File: src/rtl/fpadd_issue.sv
// Issue/credit wrapper around an external fpadd_single: operand FIFO -> reg_A/reg_B,
// LAT-deep valid tracker, result FIFO. Define FPADD_ISSUE_NAN_FLAG_EN to add nan_flag.
module fpadd_issue #(
  parameter int DEPTH = 4,
  parameter int LAT   = 2
) (
  input  logic        clk,
  input  logic        reset,
  input  logic        in_valid,
  output logic        in_ready,
  input  logic [31:0] in_A,
  input  logic [31:0] in_B,
  output logic [31:0] reg_A,
  output logic [31:0] reg_B,
  input  logic [31:0] add_out,
  output logic        res_valid,
  input  logic        res_ready,
  output logic [31:0] res_data
`ifdef FPADD_ISSUE_NAN_FLAG_EN
  ,
  output logic        nan_flag
`endif
);

  localparam int AW = (DEPTH > 1) ? $clog2(DEPTH) : 1;
  localparam int CW = AW + 1;
`ifdef FPADD_ISSUE_NAN_FLAG_EN
  localparam int OW = 65;
  localparam int RW = 33;
`else
  localparam int OW = 64;
  localparam int RW = 32;
`endif

  logic [OW-1:0]  r_op_mem [DEPTH];
  logic [AW-1:0]  r_op_wr, r_op_rd;
  logic [CW-1:0]  r_op_cnt;
  logic [RW-1:0]  r_res_mem [DEPTH];
  logic [AW-1:0]  r_res_wr, r_res_rd;
  logic [CW-1:0]  r_res_cnt;
  logic [LAT-1:0] r_vld_pipe;

  logic           w_accept, w_issue, w_capture, w_pop;
  logic [4:0]     w_inflight;
  logic [OW-1:0]  w_op_in, w_op_head;
  logic [RW-1:0]  w_res_in;

  assign in_ready  = reset && (r_op_cnt != CW'(DEPTH));
  assign w_accept  = in_valid && in_ready;
  assign res_valid = (r_res_cnt != '0);
  assign w_pop     = res_valid && res_ready;
  assign w_capture = r_vld_pipe[LAT-1];
  assign w_op_head = r_op_mem[r_op_rd];

  always_comb begin
    w_inflight = '0;
    for (int i = 0; i < LAT; i++) w_inflight = w_inflight + 5'(r_vld_pipe[i]);
  end

  // Credits come from registered occupancy only, so a same-cycle result pop never frees a slot early.
  assign w_issue = (r_op_cnt != '0) &&
                   ((6'(w_inflight) + 6'(r_res_cnt)) < 6'(DEPTH));

`ifdef FPADD_ISSUE_NAN_FLAG_EN
  logic [LAT-1:0] r_flag_pipe;
  logic           w_nan_in;
  assign w_nan_in = ((&in_A[30:23]) && (|in_A[22:0])) ||
                    ((&in_B[30:23]) && (|in_B[22:0]));
  assign w_op_in  = {w_nan_in, in_A, in_B};
  assign w_res_in = {r_flag_pipe[LAT-1], add_out};
  assign nan_flag = res_valid && r_res_mem[r_res_rd][32];
`else
  assign w_op_in  = {in_A, in_B};
  assign w_res_in = add_out;
`endif
  assign res_data = r_res_mem[r_res_rd][31:0];

  // Storage arrays carry no reset; pointers and counts define what is live.
  always_ff @(posedge clk) begin
    if (w_accept)  r_op_mem[r_op_wr]   <= w_op_in;
    if (w_capture) r_res_mem[r_res_wr] <= w_res_in;
  end

  always_ff @(posedge clk or negedge reset) begin
    if (!reset) begin
      r_op_wr    <= '0;
      r_op_rd    <= '0;
      r_op_cnt   <= '0;
      r_res_wr   <= '0;
      r_res_rd   <= '0;
      r_res_cnt  <= '0;
      r_vld_pipe <= '0;
      reg_A      <= '0;
      reg_B      <= '0;
    end else begin
      if (w_accept) r_op_wr <= r_op_wr + 1'b1;
      if (w_issue) begin
        r_op_rd <= r_op_rd + 1'b1;
        reg_A   <= w_op_head[63:32];
        reg_B   <= w_op_head[31:0];
      end
      r_op_cnt <= r_op_cnt + CW'(w_accept) - CW'(w_issue);

      r_vld_pipe[0] <= w_issue;
      for (int i = 1; i < LAT; i++) r_vld_pipe[i] <= r_vld_pipe[i-1];

      if (w_capture) r_res_wr <= r_res_wr + 1'b1;
      if (w_pop)     r_res_rd <= r_res_rd + 1'b1;
      r_res_cnt <= r_res_cnt + CW'(w_capture) - CW'(w_pop);
    end
  end

`ifdef FPADD_ISSUE_NAN_FLAG_EN
  always_ff @(posedge clk or negedge reset) begin
    if (!reset) begin
      r_flag_pipe <= '0;
    end else begin
      r_flag_pipe[0] <= w_issue && w_op_head[64];
      for (int i = 1; i < LAT; i++) r_flag_pipe[i] <= r_flag_pipe[i-1];
    end
  end
`endif

endmodule

File: config.mk
export PLATFORM = sky130hd
export DESIGN_NAME = fpadd_issue
export DESIGN_NICKNAME = d
export VERILOG_FILES = /design/src/rtl/fpadd_issue.sv
export SDC_FILE = /design/constraint.sdc
export NUM_CORES = 1
export LEC_CHECK = 0
export CORE_MARGIN = 5
export CORE_UTILIZATION = 55
export CTS_CLUSTER_DIAMETER = 40
export DETAILED_ROUTE_END_ITERATION = 6
export PLACE_DENSITY = 0.78
export SLEW_MARGIN = 10
export SYNTH_ARGS = -nofsm -noshare
export SYNTH_HDL_FRONTEND = slang
export SYNTH_SLANG_ARGS = --single-unit
File: constraint.sdc
create_clock -name clk -period 4.4 [get_ports clk]
set_input_delay 0.88 -clock clk [delete_from_list [all_inputs] [get_ports clk]]
set_output_delay 0.88 -clock clk [all_outputs]
set_load 0.1 [all_outputs]
Word-level counts from Yosys, hierarchy flattened
Memories as Yosys holds them, arrays and structs flattened. A register that Yosys moved wholly into a read port is not among the register bits.
Cells that the tools add are included.
{ "classes": {"addsub": 10, "n_lt_le_gt_ge": 1, "eq_ne": 1, "n_mux": 4, "reduce_logical": 7} }
{ "op_table": {"columns": ["operator", "n"], "rows": [
  ["2-bit by 1-bit adder with 2-bit output, second input constant", 4],
  ["3-bit by 1-bit adder with 3-bit output", 2],
  ["3-bit nonzero test", 2],
  ["3-bit by 1-bit subtractor with 3-bit output", 2],
  ["2-bit by 3-bit adder with 4-bit output", 1],
  ["1-bit logical AND", 4],
  ["4-bit by 3-bit < comparator with 1-bit output, second input constant", 1],
  ["1-bit two-way mux", 4],
  ["3-bit != test, second input constant", 1],
  ["1-bit by 1-bit adder with 2-bit output", 1],
  ["1-bit zero test", 1]
]} }
{ "word_totals": {"ff_bits": 16, "mem_bits_rw": 384, "input_bits": 100, "output_inout_bits": 98, "wordCells": 32, "n_memories": 2} }
{ "memory_table": {"columns": ["memory", "words", "word_bits", "rd", "rd_clocked_by_memory_dff", "wr", "line_no", "source"], "rows": [
  ["r_op_mem", 4, 64, 1, 1, 1, "35", "logic [OW-1:0] r_op_mem [DEPTH];"],
  ["r_res_mem", 4, 32, 1, 0, 1, "38", "logic [RW-1:0] r_res_mem [DEPTH];"]
]} }

Logic depth before layout (Yosys ltp)
Gate-level depths: netlist of the first run.
{ "logic_depth": {"ltp_word": 5, "mapped_depth": 13} }

Least setup slack after synthesis of the first run
Ideal clock, no wire load.
{ "synth_timing": {"path_type": "input port to flip-flop", "from": "input port reset", "to": "memory r_op_mem[0][0], enable pin", "arrival_ns": 5.041, "required_ns": 3.971, "slack_ns": -1.070, "stages": 2, "path_buffers": 0, "cell_sequence": "a21boi_0 and3_1"} }
{ "synth_via": {"elab_chain_cells": 4} }
{ "synth_lines": {"columns": ["element", "line_no", "source"], "rows": [
  ["start: declaration", "8", "input logic reset,"],
  ["1-bit logical AND", "48", "assign in_ready = reset && (r_op_cnt != CW'(DEPTH));"],
  ["1-bit logical AND", "49", "assign w_accept = in_valid && in_ready;"],
  ["1-bit two-way mux", "80", "if (w_accept) r_op_mem[r_op_wr] <= w_op_in;"],
  ["1-bit two-way mux (implied by the code)", "80", null],
  ["end: declaration", "35", null]
]} }
No other way between the ends.

Worst setup path after layout of the first run
{ "layout_timing": {"from": "register r_res_rd[0]", "to": "output port res_data[11]"} }
{ "layout_via": {"elab_chain_cells": 1} }
{ "layout_lines": {"columns": ["element", "line_no", "source"], "rows": [
  ["start: declaration", "39", "logic [AW-1:0] r_res_wr, r_res_rd;"],
  ["start signal: assignment", "108", "if (w_pop) r_res_rd <= r_res_rd + 1'b1;"],
  ["memory 4 x 32 bit", null, null],
  ["end: declaration", "18", "output logic [31:0] res_data"]
]} }
No other way between the ends.

==> summary.md, run 1 <==
| Metric | Value |
|---|---|
| Root Driver | clkbuf_16 |
| Outcome | completed |
| Crit Path Max Fanout | 25 |
| Clk_lat worst skew | 560 ps |
| R2r setup slk | 1570 ps |
| Share of flip-flops with an asynchronous set or reset | 17.2% |
| Critical path data arrival time | around 2600 ps |
| Worst Setup End Kind | output port |
| Max_cap viols | 0 |
| I/O Buffers | 197 |
| Routed wire length | 32,800 um |
| Post-CTS setup buffer count | 0 |
| Tcrit/Tclk final | 78.2% |
| Cell row count | 64 |
| Slew margin rel. | between 20% and 30% |
| Clock Sinks | 464 |
| Post-CTS sizing | 0 |
| Max stage delay on crit path | 910 ps |
| Predominant post-synthesis flop cell | edfxtp_1 |
| H-tree depth | 2 |
| RSZ-0062 raised after global routing | no |
| DRT Pass-1 Iters | 4 |
| Hold EP | r_vld_pipe[1] |
| Reg clk slew, reported paths | 60 ps |
| Most frequent CP cell | buf_4 |
| Wire length per cell | 23.5 um |
| Worst setup SP type | flop |
| Die area | about 35,000 sq um |
| Slew @ Worst Pin | 1080 ps |
| Hold WC Path Type | flop to flop |
| Hold depth | 0 |
| Most frequent cell after synthesis | edfxtp_1 |
| Antenna violations before repair | 6 |
| Achievable Freq | around 290 MHz |
| Synth unique cells | 24 |
| Initial Utilization | 56.0% |
| Finished Core Util | between 60% and 70% |
| Detail Route Antenna Nets | 0 |
| Setup TNS | 0 ps |
| DRT iter0 DRCs | 418 |
| Register bit count reported by yosys | between 400 and 500 |
| Crit path required time | between 3000 and 4000 ps |
| Die Wd | 187 um |
| Crit path cell chain | buf_4 -> mux4_2 -> buf_4 |
| Final Hold Violating Endpoints | 0 |
| Fin nets | 1,065 |
| Setup violators final | 0 |
| Start of the worst register-to-register path | r_res_cnt[0] |
| Number of flops mapped to enable cells by yosys | around 380 |
| CTS tree | built |
| Synthesis-to-finish area growth | 23.5% |
| Vias in the first global route | 8,720 |
| Via count | 7,894 |
| Drt via density | 5.67 |
| Core Area | 30,800 sq um |
| Hold Startpoint | r_vld_pipe[0] |
| Layout cell share with drive strength beyond 1 | 30.2% |
| Chip height | ~190 um |
| # IOs | 198 |
| Post-synth top area share | roughly 67% |
| Pin count of the biggest net entering global routing | 66 |
| Mapped cell area | 17,300 sq um |
| Largest cells by area after synthesis | edfxtp_1, mux4_2, dfrtp_1 |
| Period minus WS final | 3440 ps |
| Critical path class | flop to output port |
| Top post-synthesis cells by count | edfxtp_1, mux4_2, dfrtp_1, mux2_4, mux2_2 |
| Overall routing resource usage | about a fifth |
| Slew Viols, Final | 0 |
| Placer Congestion | just over 0.7 |
| Mean area per synthesized cell | about 24 sq um |
| HPWL after DPL | 19,100 um |
| YS warnings | 0 |
| First-pass GRT wire length | 51,600 um |
| Leading area contributor after synthesis | edfxtp_1 |
| Critical-path top delay cell | dfrtp_2 |
| DRC violations left | 0 |
| # hold bufs at CTS | 0 |
| Cells after synthesis | a little over 700 |
| Seq/Total Area, Yosys | 78.4% |
| Total global routing overflow | 0 |
| Fin Clk Skew | 21.0 ps |
| CTS buffer count | 52 |
| Clock Tree Buf Depth | 3 |
| Worst r2r path cells | 12 |
| Syn nets | 832 |
| R2r endpoint | r_op_cnt[2] |
==> per-stage QoR <==
| stage | hold slack [ps] | setup WS [ps] | cells | area, sq um |
|---|---|---|---|---|
| global placement | 363 | 1460 | 1291 | 19600 |
| detailed placement | 389 | 1400 | 1291 | 19600 |
| floorplan | 357 | 325 | 716 | 17300 |
| global route | 416 | 770 | 1391 | 21300 |
| finish | 410 | 960 | 1392 | 21300 |
| CTS | 403 | 889 | 1389 | 21300 |
==> routing by layer <==
| layer | part of all wire, % | global-route usage (%) | vias up |
|---|---|---|---|
| li1 | - | - | 3416 |
| met1 | 41 | 25.5 | 4124 |
| met2 | 50 | 30.8 | 277 |
| met3 | 7.0 | 5.38 | 69 |
| met4 | 2.8 | 6.20 | 8 |
| met5 | 0.16 | 0 | - |
==> critical path: cells and delay by family (launching register included) <==
| family | cells | cell delay, ps |
|---|---|---|
| flops | 1 | 910 |
| buf+inv | 2 | 550 |
| mux | 1 | 530 |
==> area by class of cell <==
type | instances | area [sq um]
Multi-Input combinational cell | 209 | 3510
Inverter | 13 | 48.8
Tap cell | 396 | 495
Clock inverter | 29 | 299
Timing Repair Buffer | 209 | 1980
Antenna cell | 3 | 7.51
Sequential cell | 464 | 13500
Clock buffer | 69 | 1440
Fill cell | 1811 | 9510
==> cell families after synthesis <==
kind of cell,Yosys count,synth area share (%)
AOI/OAI and AO/OA,4,0.188
xor gates and xnor gates,10,0.507
adders and majority gates,16,1.25
buffers and inverters,43,1.44
DFF,464,78.4
muxes,161,17.6
and+or+nand+nor,18,0.616
==> worst max path at each step <==
stage,start,end,cells past startpoint
after CTS,r_res_rd[0],res_data[11],3
after global placement,reset,r_op_cnt[2],11
after floorplan,reset,r_op_cnt[2],10
after detailed placement,reset,r_op_cnt[2],11
final,r_res_rd[0],res_data[11],3
after global routing,r_res_rd[0],res_data[16],3
==> cell usage in the layout (no fill, tap or decap), types with 4 or more instances in the layout <==
master and instances:
edfxtp_1 384, clkdlybuf4s50_1 163, mux4_2 96, dfrtp_1 77, clkbuf_16 52, buf_4 46, mux2_4 40, mux2_2 25
ha_1 14, inv_1 13, clkbuf_1 10, xnor2_1 7, clkbuf_8 7, and2_1 6, clkinvlp_4 5, clkinv_1 5
clkinv_2 5, and3_4 4
==> registers in the layout (all words and copies together), names as in the netlist <==
name	count
r_op_wr	2
r_op_rd	2
r_res_rd	2
r_vld_pipe	2
r_res_mem	128
reg_B	32
r_op_cnt	3
r_res_wr	2
reg_A	32
r_res_cnt	3
r_op_mem	256
Power of run 1 is left out: the tool's default activity adds up to more than one toggle a clock period on the data nets, which glitch-free logic cannot reach.
==> run 2: changes to the inputs <==
==> constraint.sdc (replaced) <==
create_clock -name clk -period 3.18 [get_ports clk]
set_input_delay 0.636 -clock clk [delete_from_list [all_inputs] [get_ports clk]]
set_output_delay 0.636 -clock clk [all_outputs]
set_load 0.1 [all_outputs]
==> run 2 against run 1 <==
Global-route usage rose by 0.76 points; final cell count rose by 1.4%; wire length rose by 5.6%; via count rose by 0.62%; flip-flop and latch count did not move; critical path depth did not move; die area did not move; count of clock-buffer cells in the layout fell by 3; final area rose by 2.8%; critical path type unchanged.
==> summary.md, run 2 (synthesis gave the netlist of run 1 again) <==
| Metric | Value |
|---|---|
| Fin Clk Skew | ~25 ps |
| # diodes | 0 |
| Period minus WS final | 2890 ps |
| Achievable Freq | 346 MHz |
| Top sig layer | met5 |
| Slew Viols, Final | 0 |
| Die Wd | roughly 190 um |
| Post-CTS sizing | 0 |
| Biggest register | r_op_mem |
| Worst Setup End Kind | output port |
| DRT iter0 DRCs | approximately 470 |
| Critical path data arrival time | about 2300 ps |
| Cell row count | 64 |
| CTS buffer count | 55 |
| # hold bufs at CTS | 0 |
| Tcrit/Tclk final | 90.8% |
| First-pass GRT wire length | 53,200 um |
| Overall routing resource usage | between 10% and 20% |
| Root Driver | clkbuf_16 |
| H-tree depth | 2 |
| R2r setup slk | 710 ps |
| Drt via density | 5.63 |
| DRT Pass-1 Iters | 4 |
| Slew @ Worst Pin | 785 ps |
| Fin nets | approximately 1,100 |
| Clk_lat worst skew | about 570 ps |
| Crit Path Max Fanout | 16 |
| Placer Congestion | about 0.70 |
| Post-Place Cells | 1,307 |
| Fill cells | between 1,500 and 2,000 |
| Routed wire length | 34,600 um |
| Critical path class | flop to output port |
| Met1 wire length | 13,600 um |
| Detail Route Antenna Nets | 0 |
| Clock Sinks | 464 |
| RSZ-0062 raised after global routing | no |
| Start of the worst register-to-register path | r_res_cnt[0] |
| Most common cell after layout, fill and taps aside | edfxtp_1 |
| Post-CTS setup buffer count | 0 |
| Crit path required time | 2540 ps |
| Max FFs per register | approximately 260 |
| Wire length per cell | ~25 um |
| Worst setup SP type | flop |
| Final Hold Violating Endpoints | 0 |
| R2r endpoint | r_op_cnt[2] |
| Worst setup margin | 292 ps |
| Worst r2r path cells | 12 |
| Initial Utilization | between 50% and 60% |
| Outcome | completed |
| Max_cap viols | 0 |
| Die area | 35,000 sq um |
| Setup TNS | 0 ps |
| Clock Tree Buf Depth | 3 |
| CTS tree | built |
| Slew margin rel. | 47.7% |
| Pin count of the biggest net entering global routing | 66 |
| Core Area | 30,800 sq um |
| Layout Cells excl Fill | 1,411 |
| Reg clk slew, reported paths | approximately 60 ps |
| Most frequent cells in the layout | edfxtp_1, clkdlybuf4s50_1, mux4_2, buf_4, dfrtp_1 |
| Met2 wire len | 17,500 um |
| Pre-CTS setup slack | roughly 400 ps |
| Hold WC Path Type | input port to async pin |
| Synthesis-to-finish area growth | 26.9% |
| Total global routing overflow | 0 |
| Met3 WL | 2790 um |
| HPWL after DPL | roughly 21,000 um |
| Top Registers | r_op_mem: 256 flops, r_res_mem: 128 flops |
| Setup violators final | 0 |
| Antenna violations before repair | 4 |
| DRC violations left | 0 |
| Chip height | 187 um |
| Layout cell share with drive strength beyond 1 | 38.6% |
| I/O Buffers | 197 |
| Via count | 7,943 |
| Vias in the first global route | 8,699 |
| # IOs | about 200 |
-- run 2: cell count changes in the layout (fill, tap and decap cells not counted), sizes merged --
cell | before | now
diode | 3 | 0
clkbuf | 69 | 66
clkinv | 15 | 13
inv | 19 | 28
buf | 46 | 127
bufinv | 3 | 4
clkdlybuf4s50 | 163 | 98
clkinvlp | 5 | 6
-- run 2: final cells by class --
class	count	area, sq um	share of cell area [%]
Tap cell	396	495	2.26
Multi-Input combinational cell	209	3520	16.1
Sequential cell	464	13500	61.8
Timing Repair Buffer	225	2470	11.3
Clock inverter	38	390	1.78
Inverter	13	48.8	0.223
Clock buffer	66	1450	6.61
-- run 2: worst max-delay path: stages (launching register included) --
cell	delay (ps)
dfrtp_2	670
buf_12	250
mux4_2	570
buf_12	190
-- run 2: stage by stage --
| stage | instance area (sq um) | utilization [%] | hold WS [ps] |
|---|---|---|---|
| floorplan | 17300 | - | 340 |
| global placement | 20100 | 65.1 | 366 |
| detailed placement | 20100 | 65.1 | 370 |
| CTS | 21900 | 71.1 | 190 |
| global route | 21900 | 71.1 | 209 |
| finish | 21900 | 71.1 | 185 |
-- run 2: worst max-delay path by stage --
stage | startpoint | to | slack (ps) | depth (start not counted)
global placement | in_valid | r_op_cnt[2] | 470 | 10
finish | r_res_rd[0] | res_data[27] | 290 | 3
CTS | r_res_rd[0] | res_data[27] | 240 | 3
floorplan | reset | r_op_cnt[2] | 40 | 10
global route | r_res_rd[0] | res_data[26] | 130 | 3
detailed placement | in_valid | r_op_cnt[2] | 400 | 10
-- run 2: metal layers --
layer	vias to the layer above	global-route usage (%)
met5	-	0
met4	8	4.84
met3	60	6.53
met2	258	33.1
met1	4161	25.7
li1	3456	-
Power of run 2 is left out for the same reason.
